### src/rtl/mem_arb_pkg.sv
// Shared types and default parameters for the unified-memory port arbiter.
package mem_arb_pkg;

   localparam int unsigned MEM_LAT_DEF    = 2;
   localparam int unsigned STARVE_MAX_DEF = 3;

   typedef enum logic [1:0] {
      IDLE    = 2'd0,
      BUSY_IF = 2'd1,
      BUSY_DM = 2'd2
   } arb_state_t;

   typedef enum logic {
      SRC_IF = 1'b0,
      SRC_DM = 1'b1
   } arb_src_t;

endpackage

### src/rtl/mem_arb_lat_cnt.sv
// Loadable down-counter that times the fixed memory latency of one access.
// The counter stops at zero; zero_o flags the completion cycle.
module mem_arb_lat_cnt #(
   parameter int unsigned W = 2
) (
   input  logic         clk,
   input  logic         rst,
   input  logic         load_i,
   input  logic [W-1:0] load_val_i,
   input  logic         dec_i,
   output logic [W-1:0] cnt_o,
   output logic         zero_o
);

   logic [W-1:0] cnt_q;
   logic [W-1:0] cnt_d;

   // Next count: load wins over decrement, hold at zero.
   always_comb begin
      // NOTE: default first so every path assigns cnt_d and no latch is inferred.
      cnt_d = cnt_q;
      if (load_i) begin
         cnt_d = load_val_i;
      end else if (dec_i && (cnt_q != '0)) begin
         cnt_d = cnt_q - W'(1);
      end
   end

   // Counter register.
   always_ff @(posedge clk or posedge rst) begin
      // NOTE: non-blocking assignments keep all flops updating from pre-edge values.
      if (rst) begin
         cnt_q <= '0;
      end else begin
         cnt_q <= cnt_d;
      end
   end

   assign cnt_o  = cnt_q;
   assign zero_o = (cnt_q == '0);

endmodule

### src/rtl/mem_port_arbiter.sv
// Arbitrates a single-ported fixed-latency memory between fetch (IF) and data (DM)
// ports. DM has priority unless IF has waited through STARVE_MAX DM grants.
// Optional performance counters are built when ARB_PERF_EN is defined.
module mem_port_arbiter
   import mem_arb_pkg::*;
#(
   parameter int unsigned ADDR_W     = 32,
   parameter int unsigned DATA_W     = 32,
   parameter int unsigned MEM_LAT    = MEM_LAT_DEF,
   parameter int unsigned STARVE_MAX = STARVE_MAX_DEF
) (
   input  logic              clk,
   input  logic              rst,
   input  logic              if_req_i,
   input  logic [ADDR_W-1:0] if_addr_i,
   output logic [DATA_W-1:0] if_rdata_o,
   output logic              if_done_o,
   input  logic              dm_req_i,
   input  logic              dm_we_i,
   input  logic [ADDR_W-1:0] dm_addr_i,
   input  logic [DATA_W-1:0] dm_wdata_i,
   output logic [DATA_W-1:0] dm_rdata_o,
   output logic              dm_done_o,
   output logic              stall_if_o,
   output logic              stall_dm_o,
   output logic              mem_en_o,
   output logic              mem_we_o,
   output logic [ADDR_W-1:0] mem_addr_o,
   output logic [DATA_W-1:0] mem_wdata_o,
   input  logic [DATA_W-1:0] mem_rdata_i,
   output logic [31:0]       perf_if_cnt_o,
   output logic [31:0]       perf_dm_cnt_o,
   output logic [31:0]       perf_conf_cnt_o
);

   localparam int unsigned CNT_W = $clog2(MEM_LAT) + 1;
   localparam int unsigned SC_W  = $clog2(STARVE_MAX + 1);

   arb_state_t        state_q, state_d;
   arb_src_t          win_src;
   logic [SC_W-1:0]   starve_q, starve_d;
   logic [DATA_W-1:0] if_rdata_q, dm_rdata_q;
   logic              dm_we_q;
   logic [CNT_W-1:0]  lat_cnt;
   logic              lat_zero;
   logic              any_req;
   logic              starved;

   assign any_req = if_req_i | dm_req_i;
   assign starved = if_req_i && (starve_q == SC_W'(STARVE_MAX));

   mem_arb_lat_cnt #(.W(CNT_W)) u_lat_cnt (
      .clk        (clk),
      .rst        (rst),
      .load_i     (mem_en_o),
      .load_val_i (CNT_W'(MEM_LAT - 1)),
      .dec_i      ((state_q != IDLE) && (lat_cnt != '0)),
      .cnt_o      (lat_cnt),
      .zero_o     (lat_zero)
   );

   // Winner select: DM first unless IF has hit the starvation limit.
   always_comb begin
      win_src = SRC_IF;
      if (dm_req_i && !starved) begin
         win_src = SRC_DM;
      end
   end

   // FSM next state.
   always_comb begin
      state_d = state_q;
      case (state_q)
         IDLE:    if (any_req) state_d = (win_src == SRC_DM) ? BUSY_DM : BUSY_IF;
         BUSY_IF,
         BUSY_DM: if (lat_zero) state_d = IDLE;
         default: state_d = IDLE;
      endcase
   end

   // FSM state register.
   always_ff @(posedge clk or posedge rst) begin
      if (rst) state_q <= IDLE;
      else     state_q <= state_d;
   end

   // FSM outputs: issue strobe with winner's fields in IDLE, done pulse when latency expires.
   always_comb begin
      mem_en_o    = 1'b0;
      mem_we_o    = 1'b0;
      mem_addr_o  = '0;
      mem_wdata_o = '0;
      if_done_o   = 1'b0;
      dm_done_o   = 1'b0;
      // NOTE: outputs are forced low while rst is high, since the request inputs
      // reach them combinationally and the state register alone cannot silence them.
      if (!rst) begin
         case (state_q)
            IDLE: begin
               if (any_req) begin
                  mem_en_o = 1'b1;
                  if (win_src == SRC_DM) begin
                     mem_we_o    = dm_we_i;
                     mem_addr_o  = dm_addr_i;
                     mem_wdata_o = dm_wdata_i;
                  end else begin
                     mem_addr_o  = if_addr_i;
                  end
               end
            end
            BUSY_IF: if_done_o = lat_zero;
            BUSY_DM: dm_done_o = lat_zero;
            default: ;
         endcase
      end
   end

   // Starvation count: DM grants while IF waits, cleared by an IF grant or an idle IF.
   always_comb begin
      starve_d = starve_q;
      if (state_q == IDLE) begin
         if (!if_req_i || (any_req && win_src == SRC_IF)) begin
            starve_d = '0;
         end else if (any_req && !starved) begin
            starve_d = starve_q + SC_W'(1);
         end
      end
   end

   // Starve counter, issued-store flag and read-data hold registers.
   always_ff @(posedge clk or posedge rst) begin
      if (rst) begin
         starve_q   <= '0;
         dm_we_q    <= 1'b0;
         if_rdata_q <= '0;
         dm_rdata_q <= '0;
      end else begin
         starve_q <= starve_d;
         if (mem_en_o && win_src == SRC_DM) dm_we_q    <= dm_we_i;
         if (if_done_o)                     if_rdata_q <= mem_rdata_i;
         if (dm_done_o && !dm_we_q)         dm_rdata_q <= mem_rdata_i;
      end
   end

   // Read data: live memory data in the done cycle, held value otherwise.
   always_comb begin
      if_rdata_o = if_done_o ? mem_rdata_i : if_rdata_q;
      dm_rdata_o = (dm_done_o && !dm_we_q) ? mem_rdata_i : dm_rdata_q;
   end

   assign stall_if_o = !rst && if_req_i && !if_done_o;
   assign stall_dm_o = !rst && dm_req_i && !dm_done_o;

`ifdef ARB_PERF_EN
   logic [31:0] perf_if_q, perf_dm_q, perf_conf_q;

   // Wrapping grant and conflict counters.
   always_ff @(posedge clk or posedge rst) begin
      if (rst) begin
         perf_if_q   <= '0;
         perf_dm_q   <= '0;
         perf_conf_q <= '0;
      end else begin
         if (mem_en_o && win_src == SRC_IF) perf_if_q <= perf_if_q + 32'd1;
         if (mem_en_o && win_src == SRC_DM) perf_dm_q <= perf_dm_q + 32'd1;
         if (state_q == IDLE && if_req_i && dm_req_i) perf_conf_q <= perf_conf_q + 32'd1;
      end
   end

   assign perf_if_cnt_o   = perf_if_q;
   assign perf_dm_cnt_o   = perf_dm_q;
   assign perf_conf_cnt_o = perf_conf_q;
`else
   assign perf_if_cnt_o   = '0;
   assign perf_dm_cnt_o   = '0;
   assign perf_conf_cnt_o = '0;
`endif

endmodule

### config.mk
export PLATFORM = sky130hd
export DESIGN_NAME = mem_port_arbiter
export DESIGN_NICKNAME = d
export VERILOG_FILES = /design/src/rtl/mem_arb_pkg.sv /design/src/rtl/mem_arb_lat_cnt.sv /design/src/rtl/mem_port_arbiter.sv
export SDC_FILE = /design/constraint.sdc
export NUM_CORES = 1
export LEC_CHECK = 0
export CAP_MARGIN = 25
export CORE_AREA = 2 2 140 142
export DETAILED_ROUTE_END_ITERATION = 16
export DIE_AREA = 0 0 142 144
export GPL_ROUTABILITY_DRIVEN = 0
export GPL_TIMING_DRIVEN = 0
export HOLD_SLACK_MARGIN = 0.03
export PLACE_DENSITY = 0.65
export SYNTH_ARGS = -nofsm -noshare
export SYNTH_HDL_FRONTEND = slang
export SYNTH_SLANG_ARGS = --single-unit
### constraint.sdc
create_clock -name clk -period 6.2 [get_ports clk]
set_input_delay 0.93 -clock clk [delete_from_list [all_inputs] [get_ports clk]]
set_output_delay 0.93 -clock clk [all_outputs]
set_load 0.1 [all_outputs]
# == After elaboration in Yosys (flattened, before gate mapping) ==
# Cells that the tools add are included.
# word_totals
ff_bits,71
in_bits,133
output_inout_bits,230
wordCells,73
# op_classes
addsub,2
eq_ne,5
n_mux,30
bitwise,2
reduce_logical,28
# op_table
op,count
32-bit 2-to-1 mux,10
2-bit 2-to-1 mux,7
1-bit logical AND,12
1-bit 2-to-1 mux,12
2-bit nonzero test,4
1-bit zero test,6
"2-bit == test, second input constant",2
2-bit zero test,2
"2-bit inequality test, second input constant",2
2-bit case mux with 2 select lines,1
2-bit AND reduction,2
"2-bit by 1-bit adder with 2-bit output, second input constant",1
"2-bit by 1-bit == test with 1-bit output, second input constant",1
2-bit OR reduction,1
"2-bit by 1-bit subtractor with 2-bit output, second input constant",1
1-bit logical OR,1
1-bit inverter,1
1-bit OR,1

# == Depth between registers and ports, before layout ==
# Gate-level depths: netlist (run 1).
# depth
depth_word,10
ltp_mapped,7
ltp_nobuf,6

# == Hierarchy ==
# Synthesis (run 1) repeated with hierarchy kept, for this count alone.
# unflattened
hier_cells,430
hier_area_um2,4471.8
# modules_own_cells
mod,n_inst,cells_each,area_each_um2,seq_area_each_um2
mem_port_arbiter,1,417,4336.7,1726.7
mem_arb_lat_cnt,1,13,135.1,50.0

# == Worst setup path before layout (run 1) ==
# OpenSTA, ideal clock, no wires.
# synth_path
kind,input-to-output
from,input rst
to,output if_rdata_o[10]
arrival_time_ns,3.769
t_required_ns,5.270
path_slack_ns,1.501
cell_stages,4
path_buffers,1
cell_sequence,inv_1 nand3_2 clkbuf_8 mux2_2
# synth_between
elab_chain_cells,2
# synth_rtl
element,line_no,source
start: declaration,mem_port_arbiter.sv:13,"input logic rst,"
1-bit 2-to-1 mux,mem_port_arbiter.sv:97,if (!rst) begin
32-bit 2-to-1 mux,mem_port_arbiter.sv:147,if_rdata_o = if_done_o ? mem_rdata_i : if_rdata_q;
end: declaration,mem_port_arbiter.sv:16,"output logic [DATA_W-1:0] if_rdata_o,"
# Every way passes these cells.

# == Final worst setup path (run 1) ==
# layout_path
from,input rst
to,output if_rdata_o[14]
# Same word-level chain as after synthesis.

==> flow_summary.toml, run 1 <==
[detailed_routing]
drt-initial-drc-count = 101
m1WireLength_mm = 5.08
wl_mm = 13.6
met2_length_mm = 6.84
first_pass_iters = 4
ant_nets = 0
top_layer = "met4"
num_vias = 3860
post_drt_wl_per_cell_um = 13.1
avgViaCountPerCell = 3.71
drt_drc_violations_left = 0
met3_length_mm = 1.54

[die]
start_util = 0.227
coreArea_mm2 = 0.0191
num_rows = 51
dieArea_mm2 = 0.0204
die_h_um = 144
die_w_um = 142
boundaryPins = 363

[place]
post-dp-hpwl_mm = 11.2
placedInstanceArea_mm2 = 0.00768
pre_cts_ws_ps = 1340
io_buffers = 266
place_inst = 1025

[sta]
rsz0062_at_grt = "false"
setup_viol = 0
fin_worst_skew_ps = 8.45
hold_violations = 0
worstMarginPinSlew_ps = 1090
final.setup.worst_slack_ps = 1420
max_clock_freq_ghz = 0.209
fin_crit_sh = 0.770
post-route-min-period_ps = 4780
slew_violations = 0
slew_headroom = 0.270
tns_ps = 0

[hold_path]
hp-start = "dm_rdata_q[5]$_DFF_PP0_"
hp-class = "flop to flop"

[cts]
cts_htree_levels = 3
clk_pin_slew_ps = 60
cts_tree = "yes"
hold_buffers = 0
cts_buffers = 9
cts.sinks = 71
cts_setup_buffers = 0
clk_latency_ps = 330
cts.path.max_buffers = 2
post_cts_resized = 0
cts_root_buffer = "clkbuf_16"

[final_layout]
area.growth.synth_to_final_pct = 83.8
num-fill-cells = 1906
diodes = 0
nets = 937
final_cell_area_mm2 = 0.00797
drive_gt1_frac = 0.250
final_cells = 1041

[critical_path]
crit_required_ps = 5270
rr_startpoint = "u_lat_cnt.cnt_o[0]$_DFFE_PP0P_"
cp.arrival_ps = 3850
endpoint_kind = "output port"
path_class = "primary input to output port"
timing.reg2reg.setup_slack_ps = 4290
critPathMaxFanout = 27
critPathLaunch = "rst"
cp-start-kind = "primary input"

[yosys]
async_reset_ff_frac = 1.00
syn_inst = 425
synth_top_area_share = 0.410
synthTopCellsByCount = "96 x buf_4, 71 x dfrtp_1, 67 x nand2_1"
synth_ff_type = "dfrtp_1"
yosysWarnings = 0
synth.area.top_cells = "dfrtp_1 41%, buf_4 17%, mux2_2 16%"
yosysMostFrequentCell = "buf_4"
synth-seq-cells = 71
yosysSeqAreaShare = 0.410
synth_area_per_cell_um2 = 10.2
synth_enable_flop_cells = 0
yosysUniqueCellTypes = 31
synth_top_cell_by_area = "dfrtp_1"
netlist_area_mm2 = 0.00434

[global_routing]
overflow = 0
antenna_found_initial = 0
grt_max_degree = 49
grt_pass1_wl_mm = 19.6
grt_pass1_vias = 3679
grt_usage = 0.123

[status]
outcome = "completed"

[run]
maxCapViolations = 0
## final cells by class
type                       instances  area, um2  area share
multi-input combinational        324       1990       0.250
inverter                           9       36.3     0.00455
clock inverter                     7       62.6     0.00785
buffer                           116        888       0.111
clock buffer                       9        225      0.0283
timing repair buffer             267       2690       0.338
sequential                        71       1780       0.223
tap                              238        298      0.0374
## worst paths after layout
check                                                 end  cells past startpoint
setup / recovery                           if_rdata_o[14]                      6
hold reg to reg                   dm_rdata_q[5]$_DFF_PP0_                      1
setup reg to reg                 dm_rdata_q[22]$_DFF_PP0_                      6
hold / removal                    dm_rdata_q[5]$_DFF_PP0_                      1
min in group asynchronous  u_lat_cnt.cnt_o[1]$_DFFE_PP0P_                      2
max in group asynchronous         if_rdata_q[2]$_DFF_PP0_                      3
## metal layers
metal	up-vias	global-route usage
met5	-	0
met4	0	0.0337
met3	11	0.0520
met2	192	0.221
met1	1726	0.134
li1	1931	-
## worst max-delay path, stage by stage
cell and delay (ps):
clkdlybuf4s50_1 550, inv_4 360, nand3_2 320, clkbuf_8 280, mux2_2 240, clkdlybuf4s50_1 1150
## stage by stage
| step | util | hold WS, ps |
|---|---|---|
| global placement | 0.401 | 465 |
| finish | 0.418 | 488 |
| detailed placement | 0.403 | 475 |
| CTS | 0.418 | 490 |
| global route | 0.418 | 502 |
| floorplan | - | 487 |
## placed cells by master (no fill, tap or decap)
| master | instances |
|---|---|
| a21bo_1 | 1 |
| a21boi_2 | 1 |
| a21oi_1 | 31 |
| a21oi_2 | 3 |
| and2_1 | 33 |
| and3_1 | 2 |
| buf_16 | 1 |
| buf_2 | 4 |
| buf_4 | 96 |
| buf_6 | 9 |
| clkbuf_1 | 5 |
| clkbuf_16 | 9 |
| clkbuf_8 | 2 |
| clkdlybuf4s50_1 | 266 |
| clkinvlp_4 | 3 |
| conb_1 | 96 |
| dfrtp_1 | 71 |
| ha_1 | 6 |
| inv_1 | 8 |
| inv_4 | 1 |
| inv_6 | 2 |
| inv_8 | 2 |
| mux2_1 | 2 |
| mux2_2 | 63 |
| mux2i_1 | 2 |
| nand2_1 | 67 |
| nand2_2 | 1 |
| nand2b_4 | 1 |
| nand3_2 | 1 |
| nand4_1 | 2 |
| nor2_1 | 3 |
| nor2_8 | 1 |
| nor2b_1 | 1 |
| nor3_4 | 1 |
| o21ai_0 | 3 |
| or2_1 | 1 |
| or3_1 | 1 |
| xnor2_1 | 1 |
## cell families (layout without fill, tap and decap cells)
| group | after synthesis | after routing | share of synthesized area |
|---|---|---|---|
| buf+inv | 125 | 408 | 0.213 |
| simple gates | 115 | 115 | 0.134 |
| flops | 71 | 71 | 0.410 |
| mux | 67 | 67 | 0.173 |
| compound gates | 39 | 39 | 0.0502 |
| fa+ha+maj | 6 | 6 | 0.0173 |
| other cells | 1 | 96 | 0.000865 |
| xor+xnor | 1 | 1 | 0.00202 |
## state kept, by name (all words and copies together), names as in the netlist
| name | flops |
|---|---|
| dm_rdata_q | 32 |
| dm_we_q | 1 |
| if_rdata_q | 32 |
| starve_q | 2 |
| state_q | 2 |
| u_lat_cnt.cnt_o | 2 |
Power of run 1 is not shown: default switching activity piles up to over one toggle a cycle in this logic, so the estimate is an artifact.
==> inputs of run 2 (changes only) <==
--- a/config.mk
+++ b/config.mk
@@ -6,9 +6,9 @@
 export NUM_CORES = 1
 export LEC_CHECK = 0
 export CAP_MARGIN = 25
-export CORE_AREA = 2 2 140 142
+export CORE_AREA = 2 2 143 145
 export DETAILED_ROUTE_END_ITERATION = 16
-export DIE_AREA = 0 0 142 144
+export DIE_AREA = 0 0 145 147
 export GPL_ROUTABILITY_DRIVEN = 0
 export GPL_TIMING_DRIVEN = 0
 export HOLD_SLACK_MARGIN = 0.03
==> constraint.sdc (replaced) <==
create_clock -name clk -period 4.29 [get_ports clk]
set_input_delay 0.6435 -clock clk [delete_from_list [all_inputs] [get_ports clk]]
set_output_delay 0.6435 -clock clk [all_outputs]
set_load 0.1 [all_outputs]
==> run 2 against run 1 <==
Effect of this change:
- count of clock-buffer cells in the layout did not move
- global-route usage barely moved
- cell count rose by 3.1%
==> flow_summary.toml, run 2 (synthesis gave the netlist of run 1 again) <==
[detailed_routing]
num_vias = 3846
avgViaCountPerCell = 3.58
drt_drc_violations_left = 0
ant_nets = 0
post_drt_wl_per_cell_um = 12.7
first_pass_iters = 3
drt-initial-drc-count = 35
wl_mm = 13.6

[global_routing]
overflow = 0
grt_usage = 0.124
grt_max_degree = 49
grt_pass1_wl_mm = 20.8
antenna_found_initial = 1
grt_pass1_vias = 3878

[critical_path]
crit_end = "mem_addr_o[8]"
timing.reg2reg.setup_slack_ps = 2360
rr_endpoint = "dm_rdata_q[27]$_DFF_PP0_"
critPathMaxFanout = 10
cp.arrival_ps = 3460
path_class = "primary input to output port"
worst_path_largest_cell_delay_ps = 1150
endpoint_kind = "output port"
cp-start-kind = "primary input"
critPathLaunch = "if_req_i"
rr_startpoint = "u_lat_cnt.cnt_o[0]$_DFFE_PP0P_"
path_cells = "clkdlybuf4s50_1 -> a21boi_2 -> clkbuf_1 -> nand2_1 -> a21oi_1 -> clkdlybuf4s50_1"
crit_required_ps = 3650
crit_buf_inv = 3
cp_num_cells = 6
cp_top_family = "buffers and inverters"
critical_path.most_common_cell = "clkdlybuf4s50_1"
ff2ff_path_depth = 6
cp_slowest_cell = "clkdlybuf4s50_1"

[final_layout]
drive_gt1_frac = 0.250
final_common_cell = "clkdlybuf4s50_1"
reg_top3 = "dm_rdata_q x32, if_rdata_q x32"
nets = 937
utilization = 0.410
diodes = 0
mostFrequentLayoutCells = "228 x clkdlybuf4s50_1, 96 x buf_4, 96 x conb_1, 71 x dfrtp_1, 67 x nand2_1"
area.growth.synth_to_final_pct = 87.8

[die]
coreArea_mm2 = 0.0198
dieArea_mm2 = 0.0213
die_w_um = 145
die_h_um = 147
num_rows = 52
boundaryPins = 363
start_util = 0.218

[cts]
clk_pin_slew_ps = 60
cts_htree_levels = 3
cts_tree = "yes"
cts_buffers = 9
cts.sinks = 71
cts_root_buffer = "clkbuf_16"
hold_buffers = 0
clk_latency_ps = 340
cts.path.max_buffers = 2

[sta]
rsz0062_at_grt = "false"
setup_viol = 0
fin_crit_sh = 0.956
slew_headroom = 0.318
fin_worst_skew_ps = 7.92
hold_violations = 0
max_clock_freq_ghz = 0.244
post-route-min-period_ps = 4100
worstMarginPinSlew_ps = 1020
slew_violations = 0

[status]
outcome = "completed"

[run]
maxCapViolations = 0

[place]
post-dp-hpwl_mm = 11.1
io_buffers = 266

[hold_path]
hp-class = "flop to flop"
## run 2: cell count changes in the layout (fill, tap and decap cells not counted)
cell / previous run / this run
bufinv_16: 0 / 2
clkdlybuf4s50_1: 266 / 228
clkinvlp_4: 3 / 2
dlygate4sd2_1: 0 / 1
dlymetal6s2s_1: 0 / 37
inv_6: 2 / 3
inv_8: 2 / 0
## run 2: worst min path at each step
stage,end,startpoint,cells after the start
after CTS,dm_rdata_q[30]$_DFF_PP0_,dm_rdata_q[30]$_DFF_PP0_,1
final,dm_rdata_q[30]$_DFF_PP0_,dm_rdata_q[30]$_DFF_PP0_,1
after global placement,dm_rdata_q[30]$_DFF_PP0_,dm_rdata_q[30]$_DFF_PP0_,1
after global routing,dm_rdata_q[30]$_DFF_PP0_,dm_rdata_q[30]$_DFF_PP0_,1
after detailed placement,dm_rdata_q[30]$_DFF_PP0_,dm_rdata_q[30]$_DFF_PP0_,1
after floorplan,u_lat_cnt.cnt_o[0]$_DFFE_PP0P_,u_lat_cnt.cnt_o[0]$_DFFE_PP0P_,2
## run 2: area by class of cell
type,instances,area (um2)
fill,1956,11700
timing repair buffer,267,2780
multi-input combinational,324,1990
sequential,71,1780
buffer,116,888
tap,270,338
clock buffer,9,225
clock inverter,7,101
inverter,9,36.3
## run 2: routing by layer
| layer | wire [um] | GRT usage | share of wire |
|---|---|---|---|
| met1 | 5080 | 0.130 | 0.37 |
| met4 | 154 | 0.0312 | 0.011 |
| met2 | 6770 | 0.217 | 0.50 |
| met3 | 1630 | 0.0671 | 0.12 |
| met5 | 16 | 0 | 0.0012 |
## run 2: per-stage QoR
| step | area, um2 | setup WS (ps) | cells | hold WS, ps | setup TNS (ps) |
|---|---|---|---|---|---|
| floorplan | 4690 | 164 | 520 | 487 | 0 |
| global placement | 7690 | -2410 | 1056 | 465 | -104850 |
| detailed placement | 7720 | -18.4 | 1057 | 473 | -18.4 |
| CTS | 8050 | 14.9 | 1073 | 488 | 0 |
| global route | 8140 | 2.09 | 1073 | 497 | 0 |
| finish | 8140 | 191 | 1073 | 485 | 0 |
## run 2: timing repair
item / CTS / global route
endpoints found under the setup margin: 1 / 37
setup buffers: 0 / 0
resized for setup: 1 / 37
Power of run 2 is left out for the same reason.
